File: src/rtl/mult_pkg.sv
// rtl/mult_pkg.sv - shared types and sizing helpers for the shift-add multiplier
package mult_pkg;

   typedef enum logic {IDLE, BUSY} mult_state_t;

   // The iteration counter must be able to hold the value n itself.
   function automatic int cnt_width(input int n);
      return $clog2(n + 1);
   endfunction

endpackage

File: src/rtl/mult_sequencer.sv
// rtl/mult_sequencer.sv - control FSM and iteration counter for the shift-add multiplier
module mult_sequencer
   import mult_pkg::*;
#(
   parameter int n = 8
) (
   input  logic clock,
   input  logic reset,
   input  logic start,
   output logic load,
   output logic add_shift,
   output logic ready
);

   localparam int cw = cnt_width(n);

   mult_state_t state;
   mult_state_t next_state;
   logic [cw-1:0] count;

   // State register; reset returns to IDLE and abandons any operation in flight.
   always_ff @(posedge clock) begin
      if (reset) begin
         state <= IDLE;
      end else begin
         state <= next_state;
      end
   end

   // Iteration counter: loaded with n on accept, one step consumed per BUSY edge.
   always_ff @(posedge clock) begin
      if (reset) begin
         count <= '0;
      end else if (load) begin
         count <= cw'(n);
      end else if (add_shift) begin
         count <= count - cw'(1);
      end
   end

   // Next-state and control decode; start is only looked at while idle.
   always_comb begin
      next_state = state;
      load       = 1'b0;
      add_shift  = 1'b0;
      ready      = 1'b0;
      case (state)
         IDLE: begin
            ready = 1'b1;
            if (start) begin
               load       = 1'b1;
               next_state = BUSY;
            end
         end
         BUSY: begin
            add_shift = 1'b1;
            if (count == cw'(1)) begin
               next_state = IDLE;
            end
         end
      endcase
   end

endmodule

File: src/rtl/shift_add_multiplier.sv
// rtl/shift_add_multiplier.sv - sequential unsigned shift-and-add multiplier, one step per clock
module shift_add_multiplier
   import mult_pkg::*;
#(
   parameter int n = 8
) (
   input  logic           clock,
   input  logic           reset,
   input  logic           start,
   input  logic [n-1:0]   M,
   input  logic [n-1:0]   Qin,
   output logic           ready,
   output logic [2*n-1:0] AQ
);

   logic         load;
   logic         add_shift;
   logic [n-1:0] m_reg;
   logic [n-1:0] a;
   logic [n-1:0] q;
   logic         c;
   logic [n:0]   sum;

   mult_sequencer #(.n(n)) u_seq (
      .clock     (clock),
      .reset     (reset),
      .start     (start),
      .load      (load),
      .add_shift (add_shift),
      .ready     (ready)
   );

   // Conditional partial-product add; the (n+1)-bit sum keeps the carry-out.
   always_comb begin
      sum = {c, a} + (q[0] ? {1'b0, m_reg} : '0);
   end

   // Datapath: load operands on accept, then add-and-shift right with carry entering A's MSB.
   always_ff @(posedge clock) begin
      if (reset) begin
         m_reg <= '0;
         c     <= 1'b0;
         a     <= '0;
         q     <= '0;
      end else if (load) begin
         m_reg <= M;
         c     <= 1'b0;
         a     <= '0;
         q     <= Qin;
      end else if (add_shift) begin
         c     <= 1'b0;
         a     <= sum[n:1];
         q     <= {sum[0], q[n-1:1]};
      end
   end

   assign AQ = {a, q};

endmodule

File: config.mk
export PLATFORM = sky130hd
export DESIGN_NAME = shift_add_multiplier
export DESIGN_NICKNAME = d
export VERILOG_FILES = /design/src/rtl/mult_pkg.sv /design/src/rtl/mult_sequencer.sv /design/src/rtl/shift_add_multiplier.sv
export SDC_FILE = /design/constraint.sdc
export NUM_CORES = 1
export LEC_CHECK = 0
export CAP_MARGIN = 25
export CORE_MARGIN = 3
export CORE_UTILIZATION = 26
export DETAILED_ROUTE_END_ITERATION = 10
export PLACE_DENSITY_LB_ADDON = 0.15
export SETUP_SLACK_MARGIN = 0.02
export SYNTH_ARGS = -nofsm -noshare
export SYNTH_HDL_FRONTEND = slang
export SYNTH_SLANG_ARGS = --single-unit
export TNS_END_PERCENT = 100
File: constraint.sdc
create_clock -name clock -period 1.9 [get_ports clock]
set_input_delay 0.19 -clock clock [delete_from_list [all_inputs] [get_ports clock]]
set_output_delay 0.19 -clock clock [all_outputs]
set_load 0.01 [all_outputs]
== Word level (Yosys, flattened, before mapping) ==
Cells that the tools add are included.

* Flip-flop bits (word level): 29
* Latch bits: 0
* RAM bits: 0
* Memory bits (read-only): 0
* Output and inout port bits: 17
* Logic and storage cells: 23
* Memories: 0

* Add/sub/neg operators: 2
* Multiply operators: 0
* Divide/modulo/power cells: 0
* Order comparisons: 0
* Equal/unequal tests: 1
* Shift-type cells: 0
* Multiplexer cells: 11
* Bitwise gates (word level): 1
* Reduce and logical (&&, ||, !) cells: 2

{| class="wikitable"
|+ Operators by type and width
! cell !! count
|-
| $mux W8 || 3
|-
| $add A8 B8 Y9 || 1
|-
| $mux W4 || 2
|-
| $mux W1 || 5
|-
| $eq A4 B1 Y1 const B || 1
|-
| $sub A4 B1 Y4 const B || 1
|-
| $pmux W1 S2 || 1
|-
| $reduce_bool A2 Y1 || 1
|-
| $reduce_or A2 Y1 || 1
|-
| $not A1 Y1 || 1
|}

== Logic depth before layout (Yosys ltp) ==
* Depth after elaboration: 4
* Mapped depth: 7
* Gate-level depth less buffers: 7

== Hierarchy ==
Synthesis repeated with hierarchy kept, for this count alone.

* Cells, all modules: 180
* Area, all modules: 1585.3 µm²

{| class="wikitable"
|+ Modules (own cells, without submodules)
! module !! instances !! cells each !! area each (µm²) !! seq. area each (µm²)
|-
| shift_add_multiplier || 1 || 152 || 1328.8 || 480.5
|-
| mult_sequencer || 1 || 28 || 256.5 || 100.1
|}

== Worst setup path after synthesis ==
No wires, ideal clock.

* Path kind: register -> register
* Start point: register q[0]
* End point: register a[5]
* Library setup time: 0.079 ns
* Arrival: 2.013 ns
* Data required time: 1.821 ns
* Path slack: -0.192 ns
* Stages on the path, launching flop included: 8
* Path buffers: 0
* Period minus slack after synthesis: 2.092 ns
* Cell sequence: dfxtp_1 -> and2_1 -> ha_1 -> fa_1 -> a21o_1 -> a211o_1 -> a2111o_1 -> o211ai_1

* Longest elaborated chain between the ends: 2

{| class="wikitable"
|+ RTL lines
! item !! line !! RTL
|-
| start, declared || shift_add_multiplier.sv:20 || <nowiki>logic [n-1:0] q;</nowiki>
|-
| start signal, assigned || shift_add_multiplier.sv:49 || <nowiki>q <= Qin;</nowiki>
|-
| start signal, assigned || shift_add_multiplier.sv:53 || <nowiki>q <= {sum[0], q[n-1:1]};</nowiki>
|-
| $mux W8 || shift_add_multiplier.sv:35 || <nowiki>sum = {c, a} + (q[0] ? {1'b0, m_reg} : '0);</nowiki>
|-
| $add A8 B8 Y9 || shift_add_multiplier.sv:35 ||
|-
| end signal, assigned || shift_add_multiplier.sv:52 || <nowiki>a <= sum[n:1];</nowiki>
|-
| end, declared || shift_add_multiplier.sv:19 || <nowiki>logic [n-1:0] a;</nowiki>
|}

No other way between the ends.
A chain may end at the register's enable or synchronous reset.

== Worst setup path after layout ==
Same ends and word-level chain as after synthesis.

==> flow_summary.html <==
<table>
<tr><th>Metric</th><th>Value</th></tr>
<tr><th colspan="2">Yosys</th></tr>
<tr><td>Total of warnings raised by yosys</td><td>0</td></tr>
<tr><td>Synth unique cells</td><td>35</td></tr>
<tr><td>Post-synthesis net count</td><td>220</td></tr>
<tr><td>Top cell type's share of synthesized area</td><td>37.39%</td></tr>
<tr><td>Synth Cell Area</td><td>1553 sq um</td></tr>
<tr><td>Number of storage elements in the synthesis netlist</td><td>29</td></tr>
<tr><td>Part of the Yosys area used for sequential elements</td><td>37.39%</td></tr>
<tr><td>Asr flop ratio synth</td><td>0%</td></tr>
<tr><td>Ys flop type</td><td>sky130_fd_sc_hd__dfxtp_1</td></tr>
<tr><td>Gate count of the mapped netlist</td><td>190</td></tr>
<tr><td>Post-synth top area cell</td><td>sky130_fd_sc_hd__dfxtp_1</td></tr>
<tr><td>Largest cells by area after synthesis</td><td>sky130_fd_sc_hd__dfxtp_1, sky130_fd_sc_hd__a21oi_1, sky130_fd_sc_hd__ha_1, sky130_fd_sc_hd__nor2_1, sky130_fd_sc_hd__mux2i_1</td></tr>
<tr><td>Number of synthesized flops with an enable pin</td><td>0</td></tr>
<tr><td>Post-Syn Area per Cell</td><td>8.172 sq um</td></tr>
<tr><th colspan="2">Drt</th></tr>
<tr><td>Average routed wire per standard cell</td><td>12.34 um</td></tr>
<tr><td>Routed wire length</td><td>3837 um</td></tr>
<tr><td>Total via count in the routed design</td><td>1410</td></tr>
<tr><td>Initial detailed-routing violation count</td><td>31</td></tr>
<tr><td>Vias per cell</td><td>4.534</td></tr>
<tr><td>Drt pass-1 iters</td><td>4</td></tr>
<tr><td>Post-detailed-route count of antenna-violating nets</td><td>0</td></tr>
<tr><td>Residual DRC</td><td>0</td></tr>
<tr><th colspan="2">Worst setup path</th></tr>
<tr><td>Maximum fanout encountered on the critical timing path</td><td>5</td></tr>
<tr><td>Path type of the worst setup path</td><td>reg2reg</td></tr>
<tr><td>Arrival time reported for the critical path endpoint</td><td>2.19 ns</td></tr>
<tr><td>Critical Path RT</td><td>2.10 ns</td></tr>
<tr><td>Startpoint class of the critical path</td><td>flip-flop</td></tr>
<tr><td>Kind of end point of the critical path</td><td>flip-flop</td></tr>
<tr><th colspan="2">Timing</th></tr>
<tr><td>Worst clock skew on the final layout</td><td>0.0007997 ns</td></tr>
<tr><td>Total Neg Setup Slack</td><td>-0.08146 ns</td></tr>
<tr><td>Unrepaired setup endpoints after global routing</td><td>true</td></tr>
<tr><td>Period minus WS final</td><td>1.981 ns</td></tr>
<tr><td>Worst slew margin relative to its limit</td><td>70.96%</td></tr>
<tr><td>Post-Route Hold Slack</td><td>0.4523 ns</td></tr>
<tr><td>Setup WS post-layout</td><td>-0.08146 ns</td></tr>
<tr><td>Slew at the pin closest to its max-slew limit</td><td>0.4340 ns</td></tr>
<tr><td>Final max-slew violation count</td><td>0</td></tr>
<tr><td>Fin crit share</td><td>104.3%</td></tr>
<tr><td>Final Hold Fails</td><td>0</td></tr>
<tr><td>Total of endpoints with negative setup slack in the final report</td><td>1</td></tr>
<tr><td>Highest attainable clock frequency</td><td>504.7 MHz</td></tr>
<tr><th colspan="2">Cells and area</th></tr>
<tr><td>Final standard cell utilization of the core</td><td>38.61%</td></tr>
<tr><td>Antenna cell count</td><td>0</td></tr>
<tr><td>Proportion of layout cells with a drive suffix above 1</td><td>14.23%</td></tr>
<tr><td>Net count, final</td><td>268</td></tr>
<tr><td>Synth-to-layout area growth</td><td>40.29%</td></tr>
<tr><td>Final Cell Area</td><td>2178 sq um</td></tr>
<tr><td>Non-filler cells, final</td><td>311</td></tr>
<tr><th colspan="2">Die</th></tr>
<tr><td>Site row count</td><td>27</td></tr>
<tr><td>Die height</td><td>83.28 um</td></tr>
<tr><td>I/O pins</td><td>36</td></tr>
<tr><td>Core footprint</td><td>5642 sq um</td></tr>
<tr><td>Die Wd</td><td>83.28 um</td></tr>
<tr><td>Area of the die</td><td>6936 sq um</td></tr>
<tr><td>Initial Utilization</td><td>27.52%</td></tr>
<tr><th colspan="2">Worst hold path</th></tr>
<tr><td>Hold/Removal Path Class</td><td>reg2reg</td></tr>
<tr><th colspan="2">Power and ir drop</th></tr>
<tr><td>Total Power</td><td>1.444 mW</td></tr>
<tr><td>Net switching power figure</td><td>0.4017 mW</td></tr>
<tr><td>Sequential power share</td><td>46.6%</td></tr>
<tr><td>Power density normalized to cell area</td><td>662.9 nW/um^2</td></tr>
<tr><td>Switching power as a share of total power</td><td>27.82%</td></tr>
<tr><td>Proportion of power drawn by the clock network</td><td>34.5%</td></tr>
<tr><td>Portion of total power attributed to combinational logic</td><td>18.9%</td></tr>
<tr><td>Peak ir drop on the vdd network</td><td>0.2297 mV</td></tr>
<tr><td>Leakage power total</td><td>0.9012 nW</td></tr>
<tr><td>Pint</td><td>1.042 mW</td></tr>
<tr><th colspan="2">Global routing</th></tr>
<tr><td>Number of global-route vias before repair</td><td>1298</td></tr>
<tr><td>Largest net degree at the start of global routing</td><td>20</td></tr>
<tr><td>Wire length of the first global-routing pass</td><td>6223 um</td></tr>
<tr><td>Number of antenna violations at the first check in global routing</td><td>0</td></tr>
<tr><td>Total congestion overflow after global routing</td><td>0</td></tr>
<tr><td>Overall Global Routing Usage</td><td>11.09%</td></tr>
<tr><th colspan="2">Clocking</th></tr>
<tr><td>CTS H-Tree Depth</td><td>2</td></tr>
<tr><td>CTS tree</td><td>yes</td></tr>
<tr><td>Number of buffers inserted during clock tree synthesis</td><td>5</td></tr>
<tr><td>Insertion delay of the later-clocked pin in the worst-skew pair</td><td>0.28 ns</td></tr>
<tr><td>Maximum buffer depth of the clock tree</td><td>2</td></tr>
<tr><td>Clock Tree Root</td><td>sky130_fd_sc_hd__clkbuf_8</td></tr>
<tr><td>Clock transition at the registers of the reported paths</td><td>0.07 ns</td></tr>
<tr><td>Number of clock sinks seen by CTS</td><td>29</td></tr>
<tr><th colspan="2">Placement</th></tr>
<tr><td>Area after DPL</td><td>2053 sq um</td></tr>
<tr><td>Placed Cells</td><td>299</td></tr>
<tr><td>Detailed placer's ending HPWL</td><td>2879 um</td></tr>
<tr><td>Weighted congestion at the end of routability-driven global placement</td><td>0.8209</td></tr>
<tr><td>Pre-CTS setup slack</td><td>-0.06870 ns</td></tr>
<tr><td>IO buf count</td><td>35</td></tr>
<tr><th colspan="2">Status</th></tr>
<tr><td>Outcome</td><td>complete, but fails checks</td></tr>
<tr><td>Failing checks</td><td>negative setup slack</td></tr>
<tr><th colspan="2">Job</th></tr>
<tr><td>Max-cap violations</td><td>0</td></tr>
</table>
## kinds of logic after synthesis
kind of cell | after synthesis | share of synthesized area (%)
AOI/OAI and AO/OA | 43 | 16.04
xor gates and xnor gates | 5 | 2.821
muxes | 9 | 5.802
and+or+nand+nor | 77 | 23.37
DFF | 29 | 37.39
adders and majority gates | 11 | 9.347
buffers and inverters | 16 | 5.238
## power by group through the flow
stage          logic, mW  registers (mW)  clock network (mW)
6_report           0.273           0.673               0.498
5_1_grt            0.302           0.678               0.549
4_1_cts            0.264           0.672               0.521
3_5_place_dp       0.263           0.685                   0
3_3_place_gp       0.263           0.685                   0
2_1_floorplan      0.149           0.684                   0
## worst max-delay path: stages, from the launching register on
cell                       delay (ns)
sky130_fd_sc_hd__dfxtp_4         0.35
sky130_fd_sc_hd__and2_4          0.14
sky130_fd_sc_hd__ha_4            0.16
sky130_fd_sc_hd__fa_2            0.35
sky130_fd_sc_hd__a21o_1          0.18
sky130_fd_sc_hd__a211o_1         0.27
sky130_fd_sc_hd__a2111o_1        0.37
sky130_fd_sc_hd__o211ai_1        0.08
## metal layers
| layer | share of wire [%] | up-vias | wire (um) | global-route usage [%] |
|---|---|---|---|---|
| met2 | 44 | 31 | 1705 | 17.49 |
| met4 | 2.0 | 0 | 78 | 4.606 |
| met1 | 49 | 620 | 1897 | 14.09 |
| met3 | 4.1 | 7 | 156 | 3.175 |
| met5 | 0 | - | 0 | 0 |
| li1 | - | 752 | - | - |
## timing repair
item | CTS | global route
setup buffers | 0 | 4
setup endpoints to repair | 1 | 3
gates resized for setup | 0 | 3
gates cloned | 0 | 0
hold buffers | 0 | 0
## cell usage in the layout, fill, tap and decap left out, drive strengths merged, types with 4 or more instances in the layout
| master | netlist | final |
|---|---|---|
| ha | 10 | 10 |
| dfxtp | 29 | 29 |
| nor2 | 25 | 25 |
| a211oi | 4 | 4 |
| buf | 5 | 18 |
| nor3 | 4 | 4 |
| clkbuf | 7 | 5 |
| nand3 | 6 | 6 |
| nand2 | 23 | 23 |
| mux2i | 9 | 9 |
| a21oi | 26 | 26 |
| clkdlybuf4s50 | 0 | 35 |
| and2 | 8 | 8 |
| o21ai | 5 | 5 |
## worst paths after layout
| check | end | from | cells past startpoint | slack, ns |
|---|---|---|---|---|
| setup / recovery | a[5] | q[0] | 7 | -0.08 |
| hold / removal | m_reg[6] | m_reg[6] | 2 | 0.45 |
| setup reg to reg | a[5] | q[0] | 7 | -0.08 |
| hold reg to reg | m_reg[6] | m_reg[6] | 2 | 0.45 |
## cell type report
| cell class | instances | area (sq um) |
|---|---|---|
| Multi-Input combinational cell | 145 | 912.1 |
| Sequential cell | 29 | 585.6 |
| Clock buffer | 5 | 68.82 |
| Inverter | 4 | 18.77 |
| Clock inverter | 3 | 17.52 |
| Tap cell | 72 | 90.09 |
| Timing Repair Buffer | 53 | 485.5 |
| Fill cell | 583 | 3463 |
## synthesized netlist by cell type, types with 3 or more instances
library cell,instances
sky130_fd_sc_hd__dfxtp_1,29
sky130_fd_sc_hd__a21oi_1,26
sky130_fd_sc_hd__nor2_1,25
sky130_fd_sc_hd__nand2_1,23
sky130_fd_sc_hd__ha_1,10
sky130_fd_sc_hd__mux2i_1,9
sky130_fd_sc_hd__and2_1,8
sky130_fd_sc_hd__clkbuf_1,7
sky130_fd_sc_hd__nand3_1,6
sky130_fd_sc_hd__o21ai_0,5
sky130_fd_sc_hd__a211oi_1,4
sky130_fd_sc_hd__inv_1,4
sky130_fd_sc_hd__nor3_1,4
sky130_fd_sc_hd__or3_1,3
sky130_fd_sc_hd__xnor2_1,3
Note: power is estimated with default switching activity, not from simulation.
